==> config.mk <==
export PLATFORM = sky130hd
export DESIGN_NAME = uart_tx_arbiter
export DESIGN_NICKNAME = d
export VERILOG_FILES = /design/src/rtl/uart_tx_arbiter.sv
export SDC_FILE = /design/constraint.sdc
export NUM_CORES = 1
export LEC_CHECK = 0
export CAP_MARGIN = 40
export CELL_PAD_IN_SITES_DETAIL_PLACEMENT = 1
export CELL_PAD_IN_SITES_GLOBAL_PLACEMENT = 1
export CORE_MARGIN = 5
export CORE_UTILIZATION = 31
export DETAILED_ROUTE_END_ITERATION = 10
export PLACE_DENSITY_LB_ADDON = 0.1
export SYNTH_ARGS = -nofsm -noshare
export SYNTH_HDL_FRONTEND = slang
export SYNTH_SLANG_ARGS = --single-unit
==> constraint.sdc <==
create_clock -name sys_clk -period 6.9 [get_ports sys_clk]
set_input_delay 2.07 -clock sys_clk [delete_from_list [all_inputs] [get_ports sys_clk]]
set_output_delay 2.07 -clock sys_clk [all_outputs]
set_load 0.01 [all_outputs]
==> src/rtl/uart_tx_arbiter.sv <==
// Round-robin arbiter sharing one UART byte serializer among NUM_REQ requesters, with packet locking.
// Optional watchdog on a stuck serializer is enabled by defining UART_ARB_TIMEOUT_EN.
module uart_tx_arbiter #(
    parameter int NUM_REQ     = 4,
    parameter int DATA_W      = 8,
    parameter int TIMEOUT_CYC = 1024
) (
    input  logic                        sys_clk,
    input  logic                        sys_rst_n,
    input  logic [NUM_REQ-1:0]          req_valid,
    input  logic [NUM_REQ*DATA_W-1:0]   req_data,
    input  logic [NUM_REQ-1:0]          req_last,
    output logic [NUM_REQ-1:0]          req_ready,
    output logic [DATA_W-1:0]           tx_data,
    output logic                        tx_start,
    input  logic                        tx_busy,
    output logic [$clog2(NUM_REQ)-1:0]  grant_id,
    output logic                        en,
    output logic                        timeout_err
);

    localparam int ID_W = $clog2(NUM_REQ);

    if (NUM_REQ < 2 || NUM_REQ > 8) begin : g_bad_num_req
        $error("uart_tx_arbiter: NUM_REQ must be in 2..8");
    end
    if (TIMEOUT_CYC < 2) begin : g_bad_timeout
        $error("uart_tx_arbiter: TIMEOUT_CYC must be at least 2");
    end

    typedef enum logic [1:0] {
        ARB,
        START,
        WAIT_BUSY,
        WAIT_DONE
    } state_t;

    state_t          state;
    logic            lock;
    logic [ID_W-1:0] cand;
    logic            cand_ok;

    // Locked: only the current grantee may proceed. Otherwise scan downward so the
    // requester closest after grant_id is assigned last and therefore wins.
    always_comb begin
        int idx;
        cand    = '0;
        cand_ok = 1'b0;
        idx     = 0;
        if (lock) begin
            if (req_valid[grant_id]) begin
                cand    = grant_id;
                cand_ok = 1'b1;
            end
        end else begin
            for (int k = NUM_REQ; k >= 1; k--) begin
                idx = (int'(grant_id) + k) % NUM_REQ;
                if (req_valid[idx]) begin
                    cand    = ID_W'(idx);
                    cand_ok = 1'b1;
                end
            end
        end
    end

    // Accept strobe is combinational and held off while reset is asserted.
    always_comb begin
        req_ready = '0;
        if (sys_rst_n && (state == ARB) && cand_ok) begin
            req_ready[cand] = 1'b1;
        end
    end

`ifdef UART_ARB_TIMEOUT_EN
    localparam int WD_W = $clog2(TIMEOUT_CYC + 1);
    logic [WD_W-1:0] wd_cnt;
`else
    assign timeout_err = 1'b0;
`endif

    always_ff @(posedge sys_clk or negedge sys_rst_n) begin
        if (!sys_rst_n) begin
            state    <= ARB;
            tx_data  <= '0;
            tx_start <= 1'b0;
            grant_id <= ID_W'(NUM_REQ - 1);
            lock     <= 1'b0;
            en       <= 1'b0;
`ifdef UART_ARB_TIMEOUT_EN
            wd_cnt      <= '0;
            timeout_err <= 1'b0;
`endif
        end else begin
            tx_start <= 1'b0;
            case (state)
                ARB: begin
                    if (cand_ok) begin
                        tx_data  <= req_data[int'(cand)*DATA_W +: DATA_W];
                        grant_id <= cand;
                        lock     <= ~req_last[cand];
                        tx_start <= 1'b1;
                        en       <= 1'b1;
                        state    <= START;
                    end
                end
                // Busy seen during START belongs to the launch itself and is ignored.
                START: begin
                    state <= WAIT_BUSY;
                end
                WAIT_BUSY: begin
                    if (tx_busy) begin
                        state <= WAIT_DONE;
                    end
                end
                WAIT_DONE: begin
                    if (!tx_busy) begin
                        en    <= 1'b0;
                        state <= ARB;
                    end
                end
                default: begin
                    en    <= 1'b0;
                    state <= ARB;
                end
            endcase
`ifdef UART_ARB_TIMEOUT_EN
            // Watchdog overrides the FSM; grant_id keeps the failed grantee.
            timeout_err <= 1'b0;
            if (state == START) begin
                wd_cnt <= '0;
            end else if ((state == WAIT_BUSY) || (state == WAIT_DONE)) begin
                if (wd_cnt == WD_W'(TIMEOUT_CYC - 1)) begin
                    timeout_err <= 1'b1;
                    lock        <= 1'b0;
                    en          <= 1'b0;
                    state       <= ARB;
                end else begin
                    wd_cnt <= wd_cnt + 1'b1;
                end
            end
`endif
        end
    end

endmodule

==> impl_metrics.csv, run 1 <==
group,metric,value,unit
yosys,synth_warnings,0,
floorplan,initial_core_util,0.318,
yosys,synthCells,118,
yosys,synth.largest_area_cell,"dfrtp_1",
global_route,grt_pass1_vias,1259,
layout,layoutNonFillerInstCount,225,
cts,root_buffer,"clkbuf_8",
floorplan,die_w,71.1,um
global_route,grt_max_degree,19,
placed_design,dp_slack,0.736,ns
global_route,use_met1,0.172,
worst_hold_path,hold_start,"tx_data[4]$_DFFE_PN0P_",
layout,drive_gt1_frac,0.102,
job,drv_cap,0,
cts,htreeDepth,1,
global_route,grt_overflow,0,
critical_path,critPathRequiredTime,4.83,ns
worst_hold_path,holdPathEnd,"tx_data[4]$_DFFE_PN0P_",
cts,clkTransAtPathRegs,0.06,ns
yosys,synth_common_cells,"mux2i_1, nand2_1, dfrtp_1, nor2_1, o221ai_1",
yosys,synthTopCellsByArea,"dfrtp_1, mux2i_1, o221ai_1",
layout,nets,225,
yosys,synth_area,1160,um^2
sta,skew,0.00627,ns
critical_path,worst-path-max-fanout,9,
layout,antenna_cells,0,
cts,clockBufferDepth,2,
yosys,synth-main-ff-cell,"dfrtp_1",
cts,cts_setup_buffers,0,
sta,period_share,0.893,
placed_design,gp_congestion,0.801,
cts,clock_latency,0.25,ns
pwr,p_leak,0.773,nW
detailed_routing,routedWlPerCell,16.1,um
global_route,grt-busiest-layer,"met2",
placed_design,place.port_buffers,58,
detailed_routing,route.detailed.drc,0,
detailed_routing,ant_nets,0,
critical_path,reg2reg_to,"tx_data[0]$_DFFE_PN0P_",
yosys,synth_edf_count,0,
sta,setup_viol_count_final,0,
yosys,synth_top_area_frac,0.281,
critical_path,end_kind,"output pin",
critical_path,reg2reg_slack,4.86,ns
critical_path,r2r_start,"grant_id[1]$_DFFE_PN1P_",
sta,hold_viol,0,
critical_path,worstRegToRegCells,6,
global_route,use_met3,0.0369,
yosys,yosysUniqueCellTypes,41,
cts,postCtsResizedCells,0,
detailed_routing,firstDrtPassIters,3,
global_route,grt_use_total,0.143,
layout,area_growth_syn_to_layout,56.2,%
sta,slew_viol_final,0,
sta,slew_headroom,0.661,
yosys,synthArstFlopShare,1.00,
placed_design,placed_area,1760,um^2
yosys,yosysMostFrequentCell,"mux2i_1",
global_route,antenna_found_initial,0,
cts,numCtsBuffers,3,
sta,tns,0,ns
yosys,ys_seq_area_frac,0.327,
detailed_routing,drtIter0Drc,15,
global_route,grt_first_pass_wirelength,5840,um
floorplan,die-area,5050,um^2
detailed_routing,wl,3610,um
sta,min_period,6.16,ns
outcome,outcome,"complete, no violations",
placed_design,dp_cells,221,
sta,worst_pin_slew,0.496,ns
sta,rsz0062_at_grt,"false",
critical_path,crit_path_start_kind,"input port",
floorplan,rows,22,
floorplan,ioPinCount,60,
cts,cts.sinks,15,
placed_design,place_hpwl,2940,um
critical_path,crit_type,"in2out",
floorplan,die_h,71.1,um
worst_hold_path,min_delay_path_depth,2,
critical_path,cp.arrival,4.09,ns
global_route,met2_usage,0.247,
cts,cts_tree,"done",
detailed_routing,vias,1140,
detailed_routing,viasPerCell,5.07,
layout,final_cell_area,1810,um^2
sta,max_freq,162,MHz
floorplan,design.core.area,3630,um^2
yosys,synth_seq_cells,15,
pwr,peakVddDrop,160,uV
critical_path,crit_start,"req_valid[1]",
sta,holdWs,0.489,ns
yosys,synth_fp_nets,165,
yosys,syn_avg_cell_area,9.80,um^2
pwr,power.density,374,nW/um^2
cts,ctsHoldBuffers,0,
sta,setup_ws,0.741,ns
worst_hold_path,hold_class,"reg2reg",
[how the worst max path moves through the flow]
stage / endpoint / depth (start not counted) / slack, ns
final: req_ready[1] / 8 / 0.74
after CTS: req_ready[1] / 8 / 0.73
after floorplan: req_ready[0] / 6 / 1.77
after global placement: req_ready[1] / 8 / 0.78
after global routing: req_ready[2] / 8 / 0.61
after detailed placement: req_ready[1] / 8 / 0.74
[power breakdown]
group	total [mW]	switching, mW	internal, mW	leakage (nW)
logic	0.425	0.206	0.219	0.570
registers	0.180	0.0427	0.137	0.180
clock network	0.0707	0.0299	0.0408	0.0228
total	0.676	0.279	0.397	0.773
[cell type report]
class,instances,area (um^2)
clock buffers,4,45.0
fillers,423,1830
inverters,4,15.0
multi-input cells,94,712
flip-flops and latches,15,378
well taps,48,60.1
repair buffers,60,596
[placed cells by master (no fill, tap or decap), drive strengths merged, types with 2 or more instances in the layout]
cell type	count
a21oi	3
buf	2
clkbuf	4
clkdlybuf4s50	58
dfrtp	13
dfstp	2
ha	4
inv	4
mux2	4
mux2i	17
nand2	17
nand3	3
nor2	11
nor2b	2
nor3	2
o211ai	3
o21ai	4
o221ai	8
[kinds of logic after synthesis]
family | synth area share
AO/OA/AOI/OAI | 0.180
adder cells (fa/ha/maj) | 0.0433
buffers and inverters | 0.0573
flip-flops | 0.327
multiplexers | 0.189
other | 0.00324
AND/OR/NAND/NOR | 0.200
[metal layers]
| layer | up-vias | part of all wire |
|---|---|---|
| met5 | - | 0 |
| li1 | 551 | - |
| met2 | 32 | 0.50 |
| met1 | 551 | 0.43 |
| met4 | 0 | 0.014 |
| met3 | 6 | 0.051 |
[through the flow]
stage / utilization / power (mW)
2_1_floorplan: - / 0.465
4_1_cts: 0.497 / 0.689
6_report: 0.497 / 0.676
3_5_place_dp: 0.485 / 0.614
3_3_place_gp: 0.485 / 0.596
5_1_grt: 0.497 / 0.731
[flip-flops by register name, summed over array words and instances (netlist names)]
register,cells
en,1
grant_id,2
lock,1
state,2
tx_data,8
tx_start,1
[critical path, cell delays in order]
cell             delay (ns)
clkdlybuf4s50_1        0.48
or4_1                  0.54
o221a_4                0.14
nand2_1                0.10
inv_2                  0.09
nand3_1                0.12
nor2_1                 0.05
clkdlybuf4s50_1        0.49
No activity file was read; power rests on OpenSTA's default activity.
==> inputs of run 2 (changes only) <==
--- a/config.mk
+++ b/config.mk
@@ -10,8 +10,10 @@
 export CELL_PAD_IN_SITES_GLOBAL_PLACEMENT = 1
 export CORE_MARGIN = 5
 export CORE_UTILIZATION = 31
+export CTS_CLUSTER_DIAMETER = 120
 export DETAILED_ROUTE_END_ITERATION = 10
 export PLACE_DENSITY_LB_ADDON = 0.1
+export SETUP_SLACK_MARGIN = 0.1
 export SYNTH_ARGS = -nofsm -noshare
 export SYNTH_HDL_FRONTEND = slang
 export SYNTH_SLANG_ARGS = --single-unit
==> results of run 2 <==
The final DEF is identical to that of run 1; final timing and power are the same.
